### config.mk
export PLATFORM = sky130hd
export DESIGN_NAME = fp8_accumulator
export DESIGN_NICKNAME = d
export VERILOG_FILES = /design/src/rtl/fp8_accumulator.sv
export SDC_FILE = /design/constraint.sdc
export NUM_CORES = 1
export LEC_CHECK = 0
export ABC_AREA = 1
export CAP_MARGIN = 5
export CORE_UTILIZATION = 35
export CTS_CLUSTER_DIAMETER = 50
export CTS_CLUSTER_SIZE = 14
export DETAILED_ROUTE_END_ITERATION = 6
export SLEW_MARGIN = 20
export SYNTH_ARGS = -nofsm -noshare
export SYNTH_HDL_FRONTEND = slang
export SYNTH_SLANG_ARGS = --single-unit
### constraint.sdc
create_clock -name clk -period 6.2 [get_ports clk]
set_input_delay 1.86 -clock clk [delete_from_list [all_inputs] [get_ports clk]]
set_output_delay 1.86 -clock clk [all_outputs]
set_load 0.005 [all_outputs]
### src/rtl/fp8_accumulator.sv
// Sums a last-delimited stream of FP8 (S EEE MMMM, bias 3) products in a saturating
// signed fixed-point register (6 fractional bits) and returns the total as FP8.
module fp8_accumulator #(
  parameter int ACC_W = 16,
  parameter int CNT_W = 8
) (
  input  logic             clk,
  input  logic             rst,
  input  logic [7:0]       in_data,
  input  logic             in_valid,
  input  logic             in_last,
  output logic             in_ready,
  output logic [7:0]       out_data,
  output logic             out_valid,
  input  logic             out_ready,
  output logic [CNT_W-1:0] out_count,
  output logic             out_ovf
);

  typedef enum logic [1:0] {
    ACCUM = 2'd0,
    CONV  = 2'd1,
    HOLD  = 2'd2
  } state_t;

  localparam logic [ACC_W-1:0] ACC_MAX = {1'b0, {(ACC_W-1){1'b1}}};
  localparam logic [ACC_W-1:0] ACC_MIN = {1'b1, {(ACC_W-1){1'b0}}};

  state_t           state_r, state_nxt_s;
  logic [ACC_W-1:0] acc_r, acc_nxt_s;
  logic [CNT_W-1:0] count_r, count_nxt_s;
  logic             inf_seen_r, inf_seen_nxt_s;
  logic             inf_sign_r, inf_sign_nxt_s;
  logic             in_ready_r, in_ready_nxt_s;
  logic [7:0]       out_data_r, out_data_nxt_s;
  logic             out_valid_r, out_valid_nxt_s;
  logic [CNT_W-1:0] out_count_r, out_count_nxt_s;
  logic             out_ovf_r, out_ovf_nxt_s;
  logic [8:0]       conv_s;

  // Magnitude of a finite FP8 code in units of 2^-6; infinity codes return zero.
  function automatic logic [9:0] decode_mag(input logic [6:0] em);
    logic [9:0] mag;
    case (em[6:4])
      3'd0:    mag = {6'd0, em[3:0]};
      3'd7:    mag = 10'd0;
      default: mag = {5'd0, 1'b1, em[3:0]} << (em[6:4] - 3'd1);
    endcase
    return mag;
  endfunction

  // Add or subtract a magnitude, clamping to the signed range instead of wrapping.
  function automatic logic [ACC_W-1:0] sat_add(input logic [ACC_W-1:0] a,
                                               input logic [9:0] m, input logic neg);
    logic [ACC_W:0]   ext;
    logic [ACC_W:0]   wide;
    logic [ACC_W-1:0] res;
    ext = {{(ACC_W-9){1'b0}}, m};
    if (neg) begin
      wide = {a[ACC_W-1], a} - ext;
    end else begin
      wide = {a[ACC_W-1], a} + ext;
    end
    if (wide[ACC_W] != wide[ACC_W-1]) begin
      if (wide[ACC_W]) begin
        res = ACC_MIN;
      end else begin
        res = ACC_MAX;
      end
    end else begin
      res = wide[ACC_W-1:0];
    end
    return res;
  endfunction

  // Fixed point back to FP8, truncating toward zero; returns {ovf, data}.
  function automatic logic [8:0] convert(input logic [ACC_W-1:0] a,
                                         input logic inf_seen, input logic inf_sign);
    logic [ACC_W-1:0] mag;
    logic [9:0]       sh;
    logic [8:0]       res;
    int               p;
    mag = a[ACC_W-1] ? (~a + {{(ACC_W-1){1'b0}}, 1'b1}) : a;
    p = 0;
    for (int i = 0; i < 10; i++) begin
      if (mag[i]) begin
        p = i;
      end else begin
        p = p;
      end
    end
    if (inf_seen) begin
      res = {1'b1, inf_sign, 7'h70};
    end else if (mag[ACC_W-1:10] != '0) begin
      res = {1'b1, a[ACC_W-1], 7'h70};
    end else if (mag == '0) begin
      res = 9'h000;
    end else if (p >= 4) begin
      sh  = mag[9:0] >> (p - 4);
      res = {1'b0, a[ACC_W-1], 3'(p - 3), sh[3:0]};
    end else begin
      res = {1'b0, a[ACC_W-1], 3'd0, mag[3:0]};
    end
    return res;
  endfunction

  assign conv_s = convert(acc_r, inf_seen_r, inf_sign_r);

  // Next-state, accumulate and output-register logic.
  always_comb begin
    state_nxt_s     = state_r;
    acc_nxt_s       = acc_r;
    count_nxt_s     = count_r;
    inf_seen_nxt_s  = inf_seen_r;
    inf_sign_nxt_s  = inf_sign_r;
    out_data_nxt_s  = out_data_r;
    out_valid_nxt_s = out_valid_r;
    out_count_nxt_s = out_count_r;
    out_ovf_nxt_s   = out_ovf_r;
    case (state_r)
      ACCUM: begin
        if (in_valid && in_ready_r) begin
          if (in_data[6:4] == 3'd7) begin
            inf_seen_nxt_s = 1'b1;
            if (!inf_seen_r) begin
              inf_sign_nxt_s = in_data[7];
            end else begin
              inf_sign_nxt_s = inf_sign_r;
            end
          end else begin
            acc_nxt_s = sat_add(acc_r, decode_mag(in_data[6:0]), in_data[7]);
          end
          if (count_r == {CNT_W{1'b1}}) begin
            count_nxt_s = count_r;
          end else begin
            count_nxt_s = count_r + {{(CNT_W-1){1'b0}}, 1'b1};
          end
          if (in_last) begin
            state_nxt_s = CONV;
          end else begin
            state_nxt_s = ACCUM;
          end
        end else begin
          state_nxt_s = ACCUM;
        end
      end
      CONV: begin
        out_ovf_nxt_s   = conv_s[8];
        out_data_nxt_s  = conv_s[7:0];
        out_count_nxt_s = count_r;
        out_valid_nxt_s = 1'b1;
        state_nxt_s     = HOLD;
      end
      HOLD: begin
        if (out_valid_r && out_ready) begin
          acc_nxt_s       = '0;
          count_nxt_s     = '0;
          inf_seen_nxt_s  = 1'b0;
          out_valid_nxt_s = 1'b0;
          state_nxt_s     = ACCUM;
        end else begin
          state_nxt_s = HOLD;
        end
      end
      default: begin
        state_nxt_s = ACCUM;
      end
    endcase
    in_ready_nxt_s = (state_nxt_s == ACCUM);
  end

  // State and output registers.
  always_ff @(posedge clk or posedge rst) begin
    if (rst) begin
      state_r     <= ACCUM;
      acc_r       <= '0;
      count_r     <= '0;
      inf_seen_r  <= 1'b0;
      inf_sign_r  <= 1'b0;
      in_ready_r  <= 1'b1;
      out_data_r  <= 8'h00;
      out_valid_r <= 1'b0;
      out_count_r <= '0;
      out_ovf_r   <= 1'b0;
    end else begin
      state_r     <= state_nxt_s;
      acc_r       <= acc_nxt_s;
      count_r     <= count_nxt_s;
      inf_seen_r  <= inf_seen_nxt_s;
      inf_sign_r  <= inf_sign_nxt_s;
      in_ready_r  <= in_ready_nxt_s;
      out_data_r  <= out_data_nxt_s;
      out_valid_r <= out_valid_nxt_s;
      out_count_r <= out_count_nxt_s;
      out_ovf_r   <= out_ovf_nxt_s;
    end
  end

  assign in_ready  = in_ready_r;
  assign out_data  = out_data_r;
  assign out_valid = out_valid_r;
  assign out_count = out_count_r;
  assign out_ovf   = out_ovf_r;

endmodule

==> results of run 1 <==
repair_timing:
item,in CTS,in global routing
resized for setup,0,4
endpoints found under the setup margin,0,15
hold endpoints to repair,0,0
cell families after synthesis:
group,count (synthesis)
AOI/OAI and AO/OA,82
xor gates and xnor gates,25
adders and majority gates,24
buffers and inverters,88
DFF,47
and+or+nand+nor,356
worst max-delay path by stage:
stage | to | depth (start not counted) | slack, ps | startpoint
3_5_place_dp | acc_r[10]$_DFFE_PP0P_ | 28 | 70 | in_data[4]
3_3_place_gp | acc_r[12]$_DFFE_PP0P_ | 28 | 210 | in_data[4]
6_report | acc_r[7]$_DFFE_PP0P_ | 28 | 420 | in_data[4]
5_1_grt | acc_r[7]$_DFFE_PP0P_ | 28 | -6 | in_data[4]
2_1_floorplan | acc_r[0]$_DFFE_PP0P_ | 29 | 970 | in_data[4]
4_1_cts | acc_r[10]$_DFFE_PP0P_ | 28 | 370 | in_data[4]
routing by layer:
layer  global-route usage  wire, um  share of wire  up-vias
met3               0.0246       323          0.033        4
li1                     -         -              -     2079
met4               0.0351        59         0.0061        0
met5                    0         0              0        -
met2                0.279      4660           0.48       72
met1                0.219      4680           0.48     1800
sequential cells by signal, indices dropped and copies added, names as in the netlist:
register    flops
out_ovf         1
acc_r          16
in_ready        1
out_count       8
inf_seen_r      1
inf_sign_r      1
out_data        8
state_r         2
count_r         8
out_valid       1
Yosys cell counts:
cell and instances:
a21o_1 3, a21oi_1 30, a21oi_2 1, a22oi_2 1, a31oi_1 3, and2_0 1
buf_12 1, buf_2 1, buf_4 2, buf_6 2, clkbuf_1 6, clkinv_1 1
dfrtp_1 46, dfstp_2 1, fa_1 1, ha_1 23, inv_1 63, inv_2 10
inv_4 2, nand2_1 175, nand2_2 29, nand3_1 65, nand3_2 3, nand3_4 2
nand3b_1 6, nand3b_2 1, nand4_1 6, nor2_1 48, nor2_2 4, nor2_4 2
nor3_1 11, nor4_1 2, o211a_1 1, o211ai_1 3, o21ai_0 26, o21ai_1 12
o31ai_1 2, or2_2 1, xnor2_1 11, xor2_1 13, xor2_4 1
power groups by stage:
stage | combinational (mW) | sequential, mW | clock (mW)
floorplan | 0.148 | 0.314 | 0
global placement | 0.184 | 0.314 | 0
detailed placement | 0.188 | 0.314 | 0
CTS | 0.188 | 0.308 | 0.279
global route | 0.212 | 0.308 | 0.294
finish | 0.189 | 0.308 | 0.273
layout make-up:
class	instances	area (um2)
Tap cell	143	179
Multi-Input combinational cell	487	2630
Timing Repair Buffer	33	325
Clock inverter	3	22.5
Clock buffer	5	125
Inverter	76	292
Sequential cell	47	1180
Fill cell	1196	6760
critical path, delay by kind of cell:
family          cells  cell delay [ps]
fa+ha+maj           2              670
xor+xnor            1              230
buf+inv             7              980
simple gates       13             1510
compound gates      5              710
through the flow:
step                      setup slack (ps)  setup TNS [ps]  total power, mW  hold slack, ps  cells
after floorplan                        974               0            0.462             453    622
final                                  417               0            0.770             487    794
after detailed placement              67.8               0            0.502             472    786
after global routing                 -5.78           -7.02            0.814             519    794
after CTS                              372               0            0.776             490    794
after global placement                 209               0            0.498             466    786
==> reports/metrics.csv, run 1 <==
stage,metric,value,unit
placed_design,port_buffers,31,
synth,yosys.cell_types.count,41,
run_status,violations,DRC,
grt,grt_max_degree,48,
sta,fmax,173,MHz
synth,syn_avg_cell_area,6.72,um2
routing,first_pass_iters,6,
routing,vias,3955,
power,pwr-share-comb,0.246,
routing,vias_per_cell,4.98,
synth,synth_top_family_by_area,simple AND/OR/NAND/NOR gates,
floorplanning,fp.dieH,111,um
sta,maxSlewHeadroom,0.457,
power,p_sw_frac,0.312,
setup_path,worst-setup-path-type,input pin to register,
placed_design,gp_congestion,0.907,
synth,synth_fp_nets,659,
grt,grt_usage,0.164,
final_layout,syn_to_final_growth,13.8,%
setup_path,reg2reg_depth,22,
synth,yosysWarningCount,0,
setup_path,crit_required,6380,ps
synth,synthesis.area,0.00418,mm2
final_layout,mostFrequentLayoutCells,"nand2_1 (175), nand3_1 (65), inv_1 (62)",
setup_path,r2r-start,acc_r[1]$_DFFE_PP0P_,
floorplanning,start_util,0.363,
floorplanning,die_area,0.0124,mm2
synth,synth_area_leader_cell,dfrtp_1,
worst_hold_path,min_path_type,register to register,
sta,final.setup_skew,10.6,ps
clocking,postCtsHoldBufs,0,
setup_path,endpoint_kind,register,
synth,synthXorXnorAreaFrac,0.0569,
clocking,clk-insertion-delay-late,290,ps
final_layout,post-route-util,0.413,
setup_path,crit_arrival,5960,ps
setup_path,slowest_delay,530,ps
final_layout,final_common_cell,nand2_1,
sta,drv_slew,0,
power,p_per_area,162,mW/mm2
clocking,numCtsBuffers,5,
clocking,cts.reportedPaths.clkPinSlew,70,ps
sta,finalCritPeriodShare,0.933,
clocking,cts.sinks,47,
final_layout,num_antenna_cells,0,
clocking,htree_levels,2,
floorplanning,rows,39,
synth,yosys.area_share.simple,0.390,
synth,synth_mux_area_frac,0,
clocking,clockBufferDepth,2,
setup_path,setup.worst_path.start_class,input pin,
routing,routed_wirelength,9730,um
power,p_int,0.530,mW
routing,initialDrtViolationCount,171,
power,switchingPower,0.240,mW
grt,grt_pass1_wl,17000,um
grt,overflow,0,
sta,finalHoldViolCount,0,
power,power_frac_seq,0.400,
worst_hold_path,hp-start,out_count[4]$_DFFE_PP0P_,
placed_design,placed_area,0.00460,mm2
clocking,cts_tree,yes,
setup_path,reg2reg_slack,2830,ps
routing,route.detailed.drc,11,
clocking,cts_root_buf,clkbuf_16,
power,peakVddDrop,0.108,mV
floorplanning,design.core.area,0.0115,mm2
setup_path,path_max_fanout,16,
power,leakagePower,2.36,nW
synth,syn_inst,622,
sta,setup_viol,0,
power,p_clk_frac,0.354,
synth,synth_area_leaders,"dfrtp_1 (28%), nand2_1 (16%), nand3_1 (7.8%)",
sta,tightest_slew,813,ps
grt,grt_pass1_vias,3688,
floorplanning,die_x,111,um
final_layout,finalNetCount,687,
synth,synth_top_area_frac,0.275,
worst_hold_path,worstHoldPathCells,2,
synth,synth_compound_area_frac,0.108,
placed_design,dpl.hpwl,7850,um
routing,ant_nets,0,
clocking,post_cts_buffers,0,
synth,synthAdderAreaFrac,0.0737,
sta,fin_crit,5780,ps
routing,avgRoutedWirePerCell,12.3,um
setup_path,worst_path_max_delay_cell,clkdlybuf4s50_1,
worst_hold_path,whs_endpoint,out_count[4]$_DFFE_PP0P_,
setup_path,timing.rr.end,out_data[2]$_DFFE_PP0P_,
synth,seq_area_frac_synth,0.282,
final_layout,drive_above_1_share,0.109,
floorplanning,boundaryPins,32,
run,drv_cap,0,
grt,antenna_found_initial,0,
final_layout,fin_area,0.00475,mm2
synth,synth_seq_cells,47,
run_status,status,"complete, but fails checks",
(Power assumes the default switching activity.)
==> run 2, diff against run 1 <==
--- a/config.mk
+++ b/config.mk
@@ -7,10 +7,12 @@
 export LEC_CHECK = 0
 export ABC_AREA = 1
 export CAP_MARGIN = 5
+export CORE_ASPECT_RATIO = 0.5
 export CORE_UTILIZATION = 35
 export CTS_CLUSTER_DIAMETER = 50
 export CTS_CLUSTER_SIZE = 14
 export DETAILED_ROUTE_END_ITERATION = 6
+export GPL_ROUTABILITY_DRIVEN = 0
 export SLEW_MARGIN = 20
 export SYNTH_ARGS = -nofsm -noshare
 export SYNTH_HDL_FRONTEND = slang
==> reports/metrics.csv, run 2 (same netlist as run 1, synthesis figures left out) <==
stage,metric,value,unit
routing,routed_wirelength,9260,um
final_layout,drive_above_1_share,0.104,
final_layout,syn_to_final_growth,15.1,%
floorplanning,die_area,0.0124,mm2
clocking,cts_root_buf,clkbuf_16,
setup_path,worst-setup-path-type,input pin to register,
grt,grt_pass1_wl,16500,um
grt,grt_max_degree,48,
power,switchingPower,0.220,mW
sta,maxSlewHeadroom,0.455,
clocking,postCtsHoldBufs,0,
grt,grt_pass1_vias,3539,
power,p_per_area,173,mW/mm2
floorplanning,rows,27,
clocking,numCtsBuffers,5,
sta,fmax,176,MHz
clocking,clockBufferDepth,2,
setup_path,endpoint_kind,register,
power,pwr-share-comb,0.219,
final_layout,finalNetCount,687,
setup_path,worst_path_max_delay_cell,clkdlybuf4s50_1,
setup_path,path_common_cell,nand2_1,
routing,first_pass_iters,4,
routing,vias_per_cell,4.67,
power,p_clk_frac,0.410,
run,drv_cap,0,
routing,initialDrtViolationCount,207,
clocking,cts_tree,yes,
setup_path,setup.worst_path.start_class,input pin,
clocking,post_cts_buffers,0,
sta,finalHoldViolCount,0,
routing,avgRoutedWirePerCell,11.4,um
placed_design,dpl.hpwl,7490,um
clocking,cts.sinks,47,
sta,finalCritPeriodShare,0.918,
clocking,cts.reportedPaths.clkPinSlew,60,ps
power,power_frac_seq,0.371,
grt,grt_usage,0.163,
setup_path,crit_required,6380,ps
sta,tightest_slew,815,ps
power,p_sw_frac,0.265,
final_layout,final_common_cell,nand2_1,
run_status,status,finished clean,
sta,setup_ws,506,ps
routing,vias,3786,
sta,final.setup_skew,4.59,ps
placed_design,port_buffers,31,
placed_design,placed_cells,802,
sta,setup_viol,0,
final_layout,instances_no_fill,810,
floorplanning,fp.dieH,79.3,um
final_layout,fin_area,0.00481,mm2
floorplanning,design.core.area,0.0113,mm2
power,leakagePower,2.38,nW
setup_path,slowest_delay,520,ps
worst_hold_path,min_path_type,register to register,
final_layout,largest_register_ffs,16,
sta,drv_slew,0,
placed_design,place_ws,186,ps
sta,rsz0062_at_grt,false,
clocking,htree_levels,2,
floorplanning,die_x,157,um
clocking,cts_resized,0,
sta,fin_crit,5690,ps
grt,overflow,0,
final_layout,largest_register,acc_r,
power,p_int,0.610,mW
routing,route.detailed.drc,0,
floorplanning,start_util,0.369,
routing,ant_nets,0,
setup_path,path_max_fanout,16,
floorplanning,boundaryPins,32,
clocking,clk-insertion-delay-late,280,ps
placed_design,placed_area,0.00462,mm2
power,peakVddDrop,0.110,mV
grt,antenna_found_initial,0,
final_layout,mostFrequentLayoutCells,"nand2_1 (175), nand3_1 (65), inv_1 (62)",
final_layout,num_antenna_cells,0,
setup_path,crit_arrival,5870,ps
sta,tns,0,ps
run 2: final timing paths:
check,slack (ps),to,cells after the start,start
max,510,acc_r[13]$_DFFE_PP0P_,27,in_data[4]
min,470,out_data[2]$_DFFE_PP0P_,2,out_data[2]$_DFFE_PP0P_
max reg2reg,2910,out_data[1]$_DFFE_PP0P_,22,acc_r[1]$_DFFE_PP0P_
min reg2reg,470,out_data[2]$_DFFE_PP0P_,2,out_data[2]$_DFFE_PP0P_
max in group asynchronous,3670,acc_r[0]$_DFFE_PP0P_,2,rst
min in group asynchronous,2020,out_data[2]$_DFFE_PP0P_,2,rst
run 2: critical path, delay by kind of cell:
kind / cells / cell delay, ps
AOI/OAI and AO/OA: 5 / 760
and+or+nand+nor: 14 / 1520
buffers and inverters: 5 / 880
adders and majority gates: 2 / 690
xor gates and xnor gates: 1 / 150
run 2: cell type report:
cell class / instances / area (um2)
inverter: 76 / 292
fill: 1159 / 6510
multi-input combinational: 487 / 2630
sequential: 47 / 1180
tap: 159 / 199
clock inverter: 2 / 60.1
clock buffer: 6 / 129
timing repair buffer: 33 / 325
run 2: power groups by stage:
| stage | Clock (mW) | Sequential, mW | Combinational [mW] |
|---|---|---|---|
| final | 0.341 | 0.308 | 0.182 |
| after global routing | 0.363 | 0.308 | 0.207 |
| after CTS | 0.350 | 0.308 | 0.184 |
| after detailed placement | 0 | 0.314 | 0.183 |
| after global placement | 0 | 0.314 | 0.183 |
| after floorplan | 0 | 0.314 | 0.148 |
run 2: metal layers:
layer	routed length (um)	vias up	part of all wire	global-route usage
met5	0	-	0	0
li1	-	2075	-	-
met4	76	0	0.0082	0.0304
met1	5180	1657	0.56	0.242
met3	266	6	0.029	0.0218
met2	3730	48	0.40	0.252
run 2: stage by stage:
| stage | utilization | total power, mW | hold slack, ps |
|---|---|---|---|
| 3_3_place_gp | 0.408 | 0.497 | 464 |
| 4_1_cts | 0.425 | 0.842 | 482 |
| 2_1_floorplan | - | 0.462 | 453 |
| 6_report | 0.425 | 0.831 | 475 |
| 3_5_place_dp | 0.408 | 0.497 | 465 |
| 5_1_grt | 0.425 | 0.878 | 515 |
==> run 3, diff against run 2 <==
--- a/config.mk
+++ b/config.mk
@@ -8,7 +8,7 @@
 export ABC_AREA = 1
 export CAP_MARGIN = 5
 export CORE_ASPECT_RATIO = 0.5
-export CORE_UTILIZATION = 35
+export CORE_UTILIZATION = 25
 export CTS_CLUSTER_DIAMETER = 50
 export CTS_CLUSTER_SIZE = 14
 export DETAILED_ROUTE_END_ITERATION = 6
==> reports/metrics.csv, run 3 (same netlist as run 1, synthesis figures left out) <==
stage,metric,value,unit
run_status,status,finished clean,
grt,antenna_found_initial,0,
clocking,numCtsBuffers,5,
clocking,cts_tree,yes,
clocking,postCtsHoldBufs,0,
sta,fin_crit,5710,ps
final_layout,instances_no_fill,872,
sta,finalHoldViolCount,0,
grt,overflow,0,
setup_path,reg2reg_depth,22,
routing,ant_nets,0,
sta,finalCritPeriodShare,0.922,
final_layout,mostFrequentLayoutCells,"nand2_1 (175), nand3_1 (65), inv_1 (62)",
final_layout,drive_above_1_share,0.106,
power,switchingPower,0.227,mW
routing,first_pass_iters,4,
setup_path,timing.rr.end,out_data[3]$_DFFE_PP0P_,
floorplanning,design.core.area,0.0159,mm2
worst_hold_path,worstHoldPathCells,2,
sta,drv_slew,0,
power,p_int,0.541,mW
setup_path,worst-setup-path-type,input pin to register,
power,pwr-share-comb,0.239,
sta,tns,0,ps
clocking,cts_resized,0,
floorplanning,rows,32,
setup_path,reg2reg_slack,2830,ps
placed_design,placed_cells,864,
placed_design,port_buffers,31,
routing,initialDrtViolationCount,248,
clocking,clockBufferDepth,2,
clocking,clk-insertion-delay-late,290,ps
worst_hold_path,hp-start,out_data[0]$_DFFE_PP0P_,
setup_path,path_common_cell,nand2_1,
power,p_per_area,158,mW/mm2
setup_path,crit_arrival,5940,ps
power,power_frac_seq,0.401,
final_layout,post-route-util,0.306,
routing,avgRoutedWirePerCell,11.1,um
final_layout,syn_to_final_growth,16.1,%
grt,grt_pass1_vias,3544,
floorplanning,fp.dieH,93.4,um
power,leakagePower,2.36,nW
grt,grt_usage,0.119,
power,p_sw_frac,0.296,
sta,setup_ws,487,ps
final_layout,finalNetCount,687,
routing,vias_per_cell,4.50,
sta,final.setup_skew,6.28,ps
routing,route.detailed.drc,0,
floorplanning,start_util,0.264,
worst_hold_path,min_path_type,register to register,
sta,rsz0062_at_grt,false,
setup_path,setup.worst_path.start_class,input pin,
setup_path,worst_path_max_delay_cell,clkdlybuf4s50_1,
placed_design,place_ws,180,ps
setup_path,path_max_fanout,16,
setup_path,endpoint_kind,register,
setup_path,slowest_delay,520,ps
worst_hold_path,whs_endpoint,out_data[0]$_DFFE_PP0P_,
clocking,post_cts_buffers,0,
placed_design,dpl.hpwl,7810,um
floorplanning,die_area,0.0173,mm2
routing,routed_wirelength,9690,um
grt,grt_max_degree,48,
floorplanning,die_x,185,um
grt,grt_pass1_wl,16800,um
floorplanning,boundaryPins,32,
power,peakVddDrop,0.0850,mV
sta,fmax,175,MHz
routing,vias,3928,
setup_path,crit_required,6430,ps
final_layout,largest_register_ffs,16,
sta,maxSlewHeadroom,0.462,
final_layout,final_common_cell,nand2_1,
clocking,cts.reportedPaths.clkPinSlew,70,ps
clocking,htree_levels,2,
final_layout,largest_register,acc_r,
final_layout,num_antenna_cells,0,
power,p_clk_frac,0.360,
clocking,cts_root_buf,clkbuf_16,
run,drv_cap,0,
setup_path,r2r-start,acc_r[1]$_DFFE_PP0P_,
setup_path,crit_start,in_data[4],
clocking,cts.sinks,47,
sta,tightest_slew,807,ps
sta,setup_viol,0,
run 3: routing by layer:
| metal | share of wire | vias to the layer above | wire length, um | track usage |
|---|---|---|---|---|
| li1 | - | 2073 | - | - |
| met1 | 0.54 | 1773 | 5270 | 0.179 |
| met2 | 0.41 | 76 | 3930 | 0.176 |
| met3 | 0.044 | 6 | 426 | 0.0230 |
| met4 | 0.0067 | 0 | 65 | 0.0213 |
| met5 | 0 | - | 0 | 0 |
run 3: metrics by stage:
stage                     hold WS, ps  power (mW)  cell area [um2]
after floorplan                   453       0.462             4180
after global placement            470       0.496             4700
after global routing              511       0.815             4850
after CTS                         485       0.775             4850
final                             476       0.768             4850
after detailed placement          468       0.498             4700
run 3: cell type report:
| type | count | area [um2] |
|---|---|---|
| flip-flops and latches | 47 | 1180 |
| multi-input cells | 487 | 2630 |
| well taps | 221 | 277 |
| fillers | 1710 | 11000 |
| inverters | 76 | 292 |
| clock buffers | 7 | 143 |
| repair buffers | 33 | 325 |
| clock inverters | 1 | 8.76 |
run 3: worst max-delay path: cells and delay by family:
family / cells / cell delay [ps]
simple gates: 13 / 1500
compound gates: 5 / 740
xor+xnor: 1 / 100
fa+ha+maj: 2 / 700
buf+inv: 7 / 1060
run 3: worst max path at each step:
stage                     depth (start not counted)               endpoint  slack [ps]
final                                            28  acc_r[11]$_DFFE_PP0P_         490
after global routing                             28  acc_r[12]$_DFFE_PP0P_          20
after CTS                                        27  acc_r[12]$_DFFE_PP0P_         480
after detailed placement                         28  acc_r[11]$_DFFE_PP0P_         180
after global placement                           27  acc_r[11]$_DFFE_PP0P_         270
after floorplan                                  29   acc_r[0]$_DFFE_PP0P_         970
run 3: power groups by stage:
stage,Sequential [mW],Clock (mW),Combinational [mW]
3_3_place_gp,0.314,0,0.182
5_1_grt,0.308,0.298,0.209
2_1_floorplan,0.314,0,0.148
4_1_cts,0.308,0.282,0.184
6_report,0.308,0.276,0.184
3_5_place_dp,0.314,0,0.184
